**config.mk**
```make
export PLATFORM = sky130hd
export DESIGN_NAME = spi_master_byte
export DESIGN_NICKNAME = d
export VERILOG_FILES = /design/src/rtl/spi_master_byte.sv
export SDC_FILE = /design/constraint.sdc
export NUM_CORES = 1
export LEC_CHECK = 0
export CAP_MARGIN = 20
export CORE_ASPECT_RATIO = 0.6
export CORE_MARGIN = 10
export CORE_UTILIZATION = 28
export CTS_BUF_LIST = sky130_fd_sc_hd__clkbuf_2
export DETAILED_ROUTE_END_ITERATION = 6
export PLACE_DENSITY = 0.57
export SLEW_MARGIN = 15
export SYNTH_ARGS = -nofsm -noshare
export SYNTH_HDL_FRONTEND = slang
export SYNTH_SLANG_ARGS = --single-unit
export TNS_END_PERCENT = 1
```
**constraint.sdc**
```tcl
create_clock -name CLK -period 2.2 [get_ports CLK]
set_input_delay 0.44 -clock CLK [delete_from_list [all_inputs] [get_ports CLK]]
set_output_delay 0.44 -clock CLK [all_outputs]
set_load 0.01 [all_outputs]
```
**src/rtl/spi_master_byte.sv**
```systemverilog
// spi_master_byte: SPI mode 0 byte master (CPOL=0, CPHA=0, MSB first).
// Drives SCLK, active-low _CS and MOSI from CLK, and captures MISO into RxData.
// Optional feature: define SPI_MASTER_CS_GAP_EN to insert a 2*CLK_DIV-cycle
// busy gap after every _CS rise.
module spi_master_byte #(
    parameter int unsigned CLK_DIV = 4
) (
    input  logic       CLK,
    input  logic       RST,
    input  logic       Start,
    input  logic       Stop,
    input  logic       HoldCS,
    input  logic [7:0] TxData,
    input  logic       MISO,
    output logic       Busy,
    output logic       Done,
    output logic [7:0] RxData,
    output logic       SCLK,
    output logic       MOSI,
    output logic       _CS
);

    localparam int unsigned CntW = $clog2(CLK_DIV + 1);
    localparam logic [CntW-1:0] Reload = CntW'(CLK_DIV - 1);

    typedef enum logic [2:0] {
        StIdle,
        StSetup,
        StHigh,
        StLow,
        StFinish,
        StHold
`ifdef SPI_MASTER_CS_GAP_EN
        , StGap
`endif
    } state_e;

    state_e          state_q, state_d;
    logic [CntW-1:0] cnt_q, cnt_d;
    logic [2:0]      bit_q, bit_d;
    logic [7:0]      tx_q, tx_d;
    logic [7:0]      rx_sh_q, rx_sh_d;
    logic [7:0]      rx_q, rx_d;
    logic            hold_q, hold_d;
    logic            sclk_q, sclk_d;
    logic            mosi_q, mosi_d;
    logic            cs_n_q, cs_n_d;
    logic            busy_q, busy_d;
    logic            done_q, done_d;
    logic            cnt_zero;
`ifdef SPI_MASTER_CS_GAP_EN
    // Gap spans two divide periods; this flag marks the second one.
    logic            gap_half_q, gap_half_d;
`endif

    assign cnt_zero = (cnt_q == '0);

    // Next-state and next-output logic; all outputs are registered so SCLK cannot glitch.
    always_comb begin
        state_d = state_q;
        cnt_d   = cnt_q;
        bit_d   = bit_q;
        tx_d    = tx_q;
        rx_sh_d = rx_sh_q;
        rx_d    = rx_q;
        hold_d  = hold_q;
        sclk_d  = sclk_q;
        mosi_d  = mosi_q;
        cs_n_d  = cs_n_q;
        busy_d  = busy_q;
        done_d  = 1'b0;
`ifdef SPI_MASTER_CS_GAP_EN
        gap_half_d = gap_half_q;
`endif
        case (state_q)
            StIdle, StHold: begin
                if (Start) begin
                    state_d = StSetup;
                    cnt_d   = Reload;
                    bit_d   = 3'd0;
                    tx_d    = TxData;
                    hold_d  = HoldCS;
                    cs_n_d  = 1'b0;
                    sclk_d  = 1'b0;
                    mosi_d  = TxData[7];
                    busy_d  = 1'b1;
                end else if (state_q == StHold && Stop) begin
                    cs_n_d = 1'b1;
                    mosi_d = 1'b0;
`ifdef SPI_MASTER_CS_GAP_EN
                    state_d    = StGap;
                    cnt_d      = Reload;
                    gap_half_d = 1'b0;
                    busy_d     = 1'b1;
`else
                    state_d = StIdle;
`endif
                end
            end
            StSetup, StLow: begin
                if (cnt_zero) begin
                    // Rising SCLK edge: sample MISO on the same clock edge.
                    state_d = StHigh;
                    cnt_d   = Reload;
                    sclk_d  = 1'b1;
                    rx_sh_d = {rx_sh_q[6:0], MISO};
                end else begin
                    cnt_d = cnt_q - 1'b1;
                end
            end
            StHigh: begin
                if (cnt_zero) begin
                    bit_d  = bit_q + 3'd1;
                    sclk_d = 1'b0;
                    cnt_d  = Reload;
                    if (bit_q == 3'd7) begin
                        state_d = StFinish;
                    end else begin
                        state_d = StLow;
                        tx_d    = {tx_q[6:0], 1'b0};
                        mosi_d  = tx_q[6];
                    end
                end else begin
                    cnt_d = cnt_q - 1'b1;
                end
            end
            StFinish: begin
                if (cnt_zero) begin
                    done_d = 1'b1;
                    rx_d   = rx_sh_q;
                    if (hold_q) begin
                        state_d = StHold;
                        busy_d  = 1'b0;
                    end else begin
                        cs_n_d = 1'b1;
                        mosi_d = 1'b0;
`ifdef SPI_MASTER_CS_GAP_EN
                        state_d    = StGap;
                        cnt_d      = Reload;
                        gap_half_d = 1'b0;
`else
                        state_d = StIdle;
                        busy_d  = 1'b0;
`endif
                    end
                end else begin
                    cnt_d = cnt_q - 1'b1;
                end
            end
`ifdef SPI_MASTER_CS_GAP_EN
            StGap: begin
                if (cnt_zero) begin
                    cnt_d = Reload;
                    if (gap_half_q) begin
                        state_d = StIdle;
                        busy_d  = 1'b0;
                    end else begin
                        gap_half_d = 1'b1;
                    end
                end else begin
                    cnt_d = cnt_q - 1'b1;
                end
            end
`endif
            default: state_d = StIdle;
        endcase
    end

    // State and output registers with synchronous reset.
    always_ff @(posedge CLK) begin
        if (RST) begin
            state_q <= StIdle;
            cnt_q   <= '0;
            bit_q   <= 3'd0;
            tx_q    <= 8'h00;
            rx_sh_q <= 8'h00;
            rx_q    <= 8'h00;
            hold_q  <= 1'b0;
            sclk_q  <= 1'b0;
            mosi_q  <= 1'b0;
            cs_n_q  <= 1'b1;
            busy_q  <= 1'b0;
            done_q  <= 1'b0;
`ifdef SPI_MASTER_CS_GAP_EN
            gap_half_q <= 1'b0;
`endif
        end else begin
            state_q <= state_d;
            cnt_q   <= cnt_d;
            bit_q   <= bit_d;
            tx_q    <= tx_d;
            rx_sh_q <= rx_sh_d;
            rx_q    <= rx_d;
            hold_q  <= hold_d;
            sclk_q  <= sclk_d;
            mosi_q  <= mosi_d;
            cs_n_q  <= cs_n_d;
            busy_q  <= busy_d;
            done_q  <= done_d;
`ifdef SPI_MASTER_CS_GAP_EN
            gap_half_q <= gap_half_d;
`endif
        end
    end

    assign Busy   = busy_q;
    assign Done   = done_q;
    assign RxData = rx_q;
    assign SCLK   = sclk_q;
    assign MOSI   = mosi_q;
    assign _CS    = cs_n_q;

endmodule

```
# ---- Yosys cells after proc, flatten, opt, wreduce, memory -nomap -nowiden
# Cells that the tools add are included.
dict set report word_totals {
  inputBits 14
  out_inout_bits 13
  ff_bits 38
  elab_cells 90
}
dict set report classes {
  eq_ne 14
  muxes 38
  addsub 2
  n_reduce_logical 23
  n_bitwise 1
}
# cell count
set ops {}
lappend ops {{$mux 3} 12}
lappend ops {{$mux 7} 3}
lappend ops {{$reduce_and 4->1} 4}
lappend ops {{$mux 1} 15}
lappend ops {{$ne 2x2->1 const B} 7}
lappend ops {{$pmux 7 s2} 1}
lappend ops {{$pmux 3 s4} 1}
lappend ops {{$eq 3x3->1 const B} 3}
lappend ops {{$pmux 3 s3} 1}
lappend ops {{$reduce_and 3->1} 3}
lappend ops {{$reduce_bool 3->1} 3}
lappend ops {{$eq 3x2->1 const B} 2}
lappend ops {{$logic_not 3->1} 2}
lappend ops {{$pmux 1 s3} 2}
lappend ops {{$pmux 3 s2} 1}
lappend ops {{$reduce_and 2->1} 3}
lappend ops {{$reduce_and 6->1} 1}
lappend ops {{$reduce_or 2->1} 3}
lappend ops {{$pmux 1 s2} 2}
lappend ops {{$reduce_bool 2->1} 2}
lappend ops {{$add 3x1->3 const B} 1}
lappend ops {{$eq 3x1->1 const B} 1}
lappend ops {{$ne 3x3->1 const B} 1}
lappend ops {{$reduce_or 3->1} 1}
lappend ops {{3 further kinds} 3}

# ---- Logic depth before layout (Yosys ltp)
# Gate-level depths: netlist of the first run.
dict set report logic_depth {
  word_depth 5
  ltp_mapped 8
  ltp_nobuf 6
}

# ---- Worst setup path before layout of the first run
# No wires, ideal clock.
dict set report synth_timing {
  kind {register to register}
  start {reg bit_q[0]}
  end {reg tx_q[3]}
  synth_period_minus_slack_ns 1.689
  arrival_ns 1.610
  stages_incl_launch_ff 8
  path_slack_ns 0.511
  path_cell_list {dfxtp_1 ha_1 ha_1 or3b_4 o2bb2ai_4 buf_6 nor2_1 a211oi_2}
}
dict set report synth_between {
  elab_chain_len 3
}
# item line
set synth_rtl {}
lappend synth_rtl {{start: declaration} 40} ;# logic [2:0] bit_q, bit_d;
lappend synth_rtl {{start signal: assignment} 190} ;# bit_q <= bit_d;
lappend synth_rtl {{$eq 3x3->1} 116} ;# if (bit_q == 3'd7) begin
lappend synth_rtl {{$ne 2x2->1 (no line)} -}
lappend synth_rtl {{$reduce_and 4->1 (no line)} -}
lappend synth_rtl {{end signal: assignment} 191} ;# tx_q <= tx_d;
lappend synth_rtl {{end: declaration} 41} ;# logic [7:0] tx_q, tx_d;
# No other way between the ends.
# A chain may end at the register's enable or synchronous reset.

# ---- Worst setup path after layout of the first run
dict set report layout_timing {
  start {reg state_q[0]}
  end {reg state_q[1]}
}
dict set report layout_between {
  elab_chain_len 4
}
# item line
set layout_rtl {}
lappend layout_rtl {{start: declaration} 38} ;# state_e state_q, state_d;
lappend layout_rtl {{start signal: assignment} 172} ;# state_q <= StIdle;
lappend layout_rtl {{start signal: assignment} 188} ;# state_q <= state_d;
lappend layout_rtl {{$eq 3x3->1 (tied with other cells)} {75, 87}}
lappend layout_rtl {{$reduce_or 2->1 / $logic_and 1x1->1 (equally long branches)} {75, 87}}
lappend layout_rtl {{$ne 3x3->1 (no line) / $ne 2x2->1 (equally long branches)} -}
lappend layout_rtl {{$reduce_and 4->1 (no line)} -}
# Several ways; a longest one is shown, not always the timed one.

==> qor.csv, run 1 <==
stage,metric,value,unit
outcome,status,completed,
global_routing,GR Layer Usage met2,11.2,%
power_and_ir_drop,Psw,863,uW
setup_path,Worst Path Arrival,2.28,ns
synthesis,cell area after synthesis,1890,sq um
timing,clock period minus worst slack,2.02,ns
clocking,CTS Root Cell,clkbuf_2,
clocking,Hold Buf Count CTS,0,
synthesis,Mean Syn Cell Area,8.39,sq um
setup_path,Worst Path Max Fanout,18,
synthesis,#FFs+latches synth,38,
timing,Final TNS setup,0,ns
power_and_ir_drop,Clock power frac,14.4,%
timing,max-slew violation total from the final report,0,
layout,area grow syn2layout,21.6,%
detailed_routing,drt wl/cell,13.7,um
layout,"commonest cells after routing, fill and taps aside","42 x nand2_1, 38 x dfxtp_1, 29 x a21oi_1",
timing,Peak Freq,495,MHz
die,Initial Utilization,28.5,%
global_routing,largest net degree at the start of global routing,19,
timing,Worst Tran Pin Value,0.710,ns
timing,Final period util,91.9,%
setup_path,R2R Setup Slk,0.18,ns
synthesis,number of synthesized flops with an enable pin,0,
job,maximum capacitance violations,0,
setup_path,worst setup path endpoint,state_q[1],
die,row count,23,
timing,Hold Fails Final Rpt,0,
setup_path,crit path capture type,flip-flop,
global_routing,first-pass GRT wire length,7.82,mm
timing,unrepaired setup endpoints after global routing,false,
power_and_ir_drop,Comb pwr share,42.9,%
detailed_routing,DRT Pass-1 Iters,4,
synthesis,area share of the largest cell type after synthesis,40.3,%
power_and_ir_drop,Reg power frac,42.7,%
synthesis,sequential area share after synthesis,40.3,%
global_routing,grt total ovfl,0,
global_routing,met3 usage,3.68,%
synthesis,Most used DFF post-synth,dfxtp_1,
placement,Port Buffers,26,
power_and_ir_drop,worst vdd ir,0.000283,V
detailed_routing,via/cell ratio,4.77,
layout,Final Cell Area,2290,sq um
power_and_ir_drop,Sw Share,40.3,%
die,io pins,27,
clocking,Max clock buf depth,2,
clocking,post_cts resized,0,
die,die height,83.6,um
detailed_routing,Vias,1632,
detailed_routing,initial drt markers,118,
clocking,postcts setup bufs,0,
layout,area of the multi-input gates,1010,sq um
placement,"Cell Area, Placed",2250,sq um
setup_path,FF-to-FF Start,state_q[0],
setup_path,Worst R2R End,state_q[1],
placement,DP Wirelength,3.60,mm
layout,fin nets,272,
layout,Reg area,761,sq um
clocking,CTS H-Tree Depth,2,
detailed_routing,DRT antenna net count,0,
power_and_ir_drop,P per Cell Area,933,nW/um^2
global_routing,GR met1 Demand/Resource,13.1,%
setup_path,crit-path cells,nor2_1 > o32a_1 > a2111oi_1,
synthesis,ys async rst share,0,%
die,full die area,10500,sq um
clocking,Clock Latency Late Sink,0.38,ns
global_routing,GRT Max-Usage Layer,met1,
layout,layout cells sized above 1,12.2,%
placement,GP Congestion,0.859,
synthesis,Synth Instances,225,
worst_hold_path,HP Class,reg2reg,
layout,# fillers,717,
power_and_ir_drop,Pleak,0.000795,uW
timing,Layout Skew,0.0171,ns
synthesis,post-synth cell types,45,
clocking,Num CTS Buffers,5,
global_routing,total track usage,8.87,%
synthesis,Synth Warn #,0,
setup_path,critical path class,reg2reg,
setup_path,CP max stage cell,dfxtp_1,
detailed_routing,final WL,4.70,mm
detailed_routing,DR DRC count,0,
setup_path,Worst Path Required,2.46,ns
timing,Max-slew headroom,52.6,%
global_routing,initial antenna violation count,0,
layout,"most common cell after layout, fill and taps aside",nand2_1,
die,Die Wd,126,um
synthesis,post-synth net total,243,
layout,Diodes inserted,0,
synthesis,largest cells by area after synthesis,"dfxtp_1 40%, nand2_1 8.4%, a21oi_1 7.7%",
clocking,# clock sinks,38,
clocking,Worst-path clk slew,0.20,ns
timing,setup violators final,0,
global_routing,number of global-route vias before repair,1543,
setup_path,first element of the critical path,state_q[0],
die,Core Area,6620,sq um
power_and_ir_drop,Cell Int Power,1280,uW
clocking,TritonCTS clock tree,yes,
setup_path,"Largest stage delay, worst path",0.83,ns
setup_path,Startpoint Class,flip-flop,
setup_path,reg2reg path depth,3,
synthesis,Yosys top cell by area,dfxtp_1,
[stage by stage]
step / power [uW] / utilization (%) / hold slack [ns] / cells / setup slack [ns]
after floorplan: 1620 / - / 0.432 / 225 / 0.511
after global placement: 1840 / 34.0 / 0.446 / 334 / 0.0359
after detailed placement: 1840 / 34.0 / 0.451 / 334 / 0.0894
after CTS: 2160 / 34.7 / 0.475 / 342 / 0.232
after global routing: 2310 / 34.7 / 0.490 / 342 / 0.0846
final: 2140 / 34.7 / 0.471 / 342 / 0.179
[state kept, by name, indices dropped and copies added (netlist names)]
register / count
Busy: 1
Done: 1
state_q: 3
SCLK: 1
RxData: 8
MOSI: 1
hold_q: 1
bit_q: 3
rx_sh_q: 8
tx_q: 7
cnt_q: 3
_CS: 1
[worst min-delay path by stage]
| stage | start | endpoint | slack, ns | depth (start not counted) |
|---|---|---|---|---|
| after floorplan | rx_sh_q[7] | RxData[7] | 0.43 | 2 |
| after CTS | RxData[0] | RxData[0] | 0.47 | 2 |
| after global placement | rx_sh_q[7] | rx_sh_q[7] | 0.45 | 2 |
| final | RxData[0] | RxData[0] | 0.47 | 2 |
| after detailed placement | RxData[0] | RxData[0] | 0.45 | 2 |
| after global routing | cnt_q[0] | cnt_q[0] | 0.49 | 1 |
[cell usage after synthesis, types with 4 or more instances]
master	count
nand2_1	42
dfxtp_1	38
a21oi_1	29
nor2_1	16
mux2i_1	8
inv_1	7
o21ai_0	7
clkbuf_1	6
nor2b_1	6
a22oi_1	5
buf_2	5
nand3_1	5
a211oi_1	4
a211oi_2	4
ha_1	4
[layout make-up]
type	instances	area share, %
tap	87	4.74
clock inverter	3	0.709
inverter	8	1.31
clock buffer	5	1.09
timing repair buffer	37	14.9
sequential	38	33.2
multi-input combinational	164	44.1
[metal layers]
layer | part of all wire, % | up-vias
met2 | 37 | 46
li1 | - | 847
met1 | 55 | 735
met4 | 0.57 | 0
met3 | 7.4 | 4
met5 | 0 | -
[power by group through the flow]
stage	sequential (uW)	combinational, uW	clock [uW]
after detailed placement	930	913	0
final	914	918	309
after global routing	937	1010	360
after floorplan	864	760	0
after CTS	914	919	328
after global placement	930	911	0
[logic make-up (layout without fill, tap and decap cells)]
| group | after synthesis | in the layout | synth area share, % |
|---|---|---|---|
| simple gates | 83 | 83 | 20.7 |
| compound gates | 67 | 67 | 24.7 |
| flops | 38 | 38 | 40.3 |
| buf+inv | 23 | 53 | 6.10 |
| mux | 8 | 8 | 4.24 |
| fa+ha+maj | 4 | 4 | 2.65 |
| xor+xnor | 2 | 2 | 1.33 |
[worst max-delay path: cells and delay by family (launching register included)]
kind            cells  cell delay (ns)
compound gates      2             0.84
flops               1             0.83
simple gates        1             0.23
Note: power is estimated with default switching activity, not from simulation.
==> run 2, diff against run 1 <==
--- a/config.mk
+++ b/config.mk
@@ -11,7 +11,7 @@
 export CORE_UTILIZATION = 28
 export CTS_BUF_LIST = sky130_fd_sc_hd__clkbuf_2
 export DETAILED_ROUTE_END_ITERATION = 6
-export PLACE_DENSITY = 0.57
+export PLACE_DENSITY_LB_ADDON = 0.08
 export SLEW_MARGIN = 15
 export SYNTH_ARGS = -nofsm -noshare
 export SYNTH_HDL_FRONTEND = slang
==> qor.csv, run 2 (same netlist as run 1, synthesis figures left out) <==
stage,metric,value,unit,change
timing,Hold Fails Final Rpt,0,,unchanged
placement,DP Wirelength,3.79,mm,was 3.60 mm
die,Initial Utilization,28.5,%,unchanged
global_routing,initial antenna violation count,0,,unchanged
placement,GP Congestion,0.838,,was 0.859
layout,layout cells sized above 1,13.5,%,was 12.2%
global_routing,GRT Max-Usage Layer,met1,,unchanged
clocking,Clock Latency Late Sink,0.38,ns,about the same
setup_path,critical path class,reg2reg,,unchanged
clocking,Max clock buf depth,2,,unchanged
detailed_routing,drt wl/cell,14.6,um,was 13.7 um
outcome,status,completed,,unchanged
worst_hold_path,HP Class,reg2reg,,unchanged
layout,Diodes inserted,0,,unchanged
die,full die area,10500,sq um,unchanged
setup_path,"Largest stage delay, worst path",0.45,ns,was 0.83 ns
power_and_ir_drop,Cell Int Power,1300,uW,was 1280 uW
layout,"most common cell after layout, fill and taps aside",nand2_1,,unchanged
setup_path,Worst R2R End,state_q[1],,unchanged
power_and_ir_drop,Reg power frac,40.7,%,was 42.7%
setup_path,FF-to-FF Start,cnt_q[0],,was state_q[0]
setup_path,Buf/Inv on CP,2,,was 0
clocking,Num CTS Buffers,5,,unchanged
clocking,TritonCTS clock tree,yes,,unchanged
setup_path,crit path capture type,flip-flop,,unchanged
timing,max-slew violation total from the final report,0,,unchanged
timing,clock period minus worst slack,2.01,ns,was 2.02 ns
global_routing,first-pass GRT wire length,8.46,mm,was 7.82 mm
global_routing,met3 usage,3.55,%,was 3.68%
clocking,postcts setup bufs,0,,unchanged
job,maximum capacitance violations,0,,unchanged
detailed_routing,DRT Pass-1 Iters,4,,unchanged
power_and_ir_drop,Comb pwr share,44.6,%,was 42.9%
layout,# fillers,727,,was 717
layout,fin nets,276,,was 272
placement,Port Buffers,26,,unchanged
detailed_routing,initial drt markers,81,,was 118
global_routing,number of global-route vias before repair,1612,,"was 1,543"
setup_path,Worst Path Arrival,2.27,ns,was 2.28 ns
worst_hold_path,worst hold start,RxData[7],,was RxData[0]
timing,setup violators final,0,,unchanged
power_and_ir_drop,Psw,888,uW,was 863 uW
power_and_ir_drop,Clock power frac,14.7,%,was 14.4%
setup_path,R2R Setup Slk,0.19,ns,was 0.18 ns
setup_path,Worst Path Max Fanout,6,,was 18
global_routing,total track usage,9.78,%,was 8.87%
clocking,post_cts resized,0,,unchanged
worst_hold_path,Worst Hold Endpoint,RxData[7],,was RxData[0]
setup_path,Worst Path Required,2.46,ns,about the same
power_and_ir_drop,P per Cell Area,942,nW/um^2,was 933 nW/um^2
timing,unrepaired setup endpoints after global routing,false,,unchanged
power_and_ir_drop,worst vdd ir,0.000250,V,was 0.000283 V
setup_path,first element of the critical path,cnt_q[0],,was state_q[0]
worst_hold_path,Worst Hold Depth,2,,unchanged
setup_path,crit-path cells,inv_1 > ha_1 > nor2b_1 > buf_4 > o32a_1 > a2111oi_1,,was nor2_1 > o32a_1 > a2111oi_1
die,die height,83.6,um,unchanged
power_and_ir_drop,Design Power,2190,uW,was 2140 uW
die,Die Wd,126,um,unchanged
global_routing,GR met1 Demand/Resource,14.6,%,was 13.1%
die,io pins,27,,unchanged
clocking,CTS Root Cell,clkbuf_2,,unchanged
setup_path,CP max stage cell,a2111oi_1,,was dfxtp_1
detailed_routing,final WL,5.06,mm,was 4.70 mm
clocking,Hold Buf Count CTS,0,,unchanged
detailed_routing,DR DRC count,0,,unchanged
timing,Worst Tran Pin Value,0.482,ns,was 0.710 ns
timing,Final period util,91.4,%,was 91.9%
layout,Reg area,761,sq um,unchanged
timing,Peak Freq,497,MHz,was 495 MHz
layout,area of the multi-input gates,1010,sq um,unchanged
setup_path,"delay-heaviest family, CP",compound AO/OA/AOI/OAI gates,,unchanged
die,row count,23,,unchanged
detailed_routing,DRT antenna net count,0,,unchanged
detailed_routing,via/cell ratio,4.76,,was 4.77
layout,area grow syn2layout,23.2,%,was 21.6%
timing,Max-slew headroom,67.5,%,was 52.6%
timing,Layout Skew,0.0121,ns,was 0.0171 ns
global_routing,largest net degree at the start of global routing,14,,was 19
layout,fin util,35.1,%,was 34.7%
clocking,Worst-path clk slew,0.21,ns,was 0.20 ns
clocking,CTS H-Tree Depth,2,,unchanged
layout,"commonest cells after routing, fill and taps aside","42 x nand2_1, 38 x dfxtp_1, 29 x a21oi_1",,unchanged
global_routing,grt total ovfl,0,,unchanged
setup_path,reg2reg path depth,6,,was 3
global_routing,GR Layer Usage met2,12.5,%,was 11.2%
setup_path,Startpoint Class,flip-flop,,unchanged
power_and_ir_drop,Pleak,0.000815,uW,was 0.000795 uW
timing,Final TNS setup,0,ns,unchanged
detailed_routing,Vias,1646,,"was 1,632"
die,Core Area,6620,sq um,unchanged
power_and_ir_drop,Sw Share,40.5,%,was 40.3%
clocking,# clock sinks,38,,unchanged
run 2: cell count changes in the layout (fill, tap and decap cells not counted), sizes merged:
cell,delta
buf,+4
run 2: area by class of cell:
class	instances	area share (%)
Multi-Input combinational cell	164	43.5
Clock buffer	5	1.08
Timing Repair Buffer	41	16.0
Sequential cell	38	32.7
Inverter	8	1.29
Tap cell	87	4.68
Clock inverter	3	0.700
run 2: layer usage:
| metal | share of wire [%] | wire length, um |
|---|---|---|
| met2 | 37 | 1870 |
| met5 | 0 | 0 |
| met3 | 5.2 | 263 |
| met4 | 0.47 | 24 |
| met1 | 57 | 2900 |
run 2: worst max path at each step:
stage | endpoint | slack, ns | cells after the start
after floorplan | tx_q[3] | 0.51 | 7
after global placement | state_q[1] | 0.14 | 5
after detailed placement | state_q[1] | 0.07 | 5
after CTS | state_q[1] | 0.22 | 6
after global routing | state_q[1] | 0.09 | 6
final | state_q[1] | 0.19 | 6
run 2: metrics by stage:
step / instances / area, sq um / setup slack, ns / hold WS [ns]
after floorplan: 225 / 1890 / 0.511 / 0.432
after global placement: 338 / 2280 / 0.135 / 0.447
after detailed placement: 338 / 2280 / 0.0697 / 0.451
after CTS: 346 / 2320 / 0.225 / 0.477
after global routing: 346 / 2320 / 0.0949 / 0.487
final: 346 / 2320 / 0.188 / 0.472
run 2: power by group through the flow:
stage	Sequential (uW)	Combinational [uW]	Clock [uW]
floorplan	864	760	0
global placement	912	988	0
detailed placement	909	973	0
CTS	893	978	352
global route	911	1080	393
finish	892	976	322
run 2: worst min-delay path, stage by stage, from the launching register on:
cell and delay [ns]:
dfxtp_1 0.36, nand2_1 0.05, a21oi_1 0.05
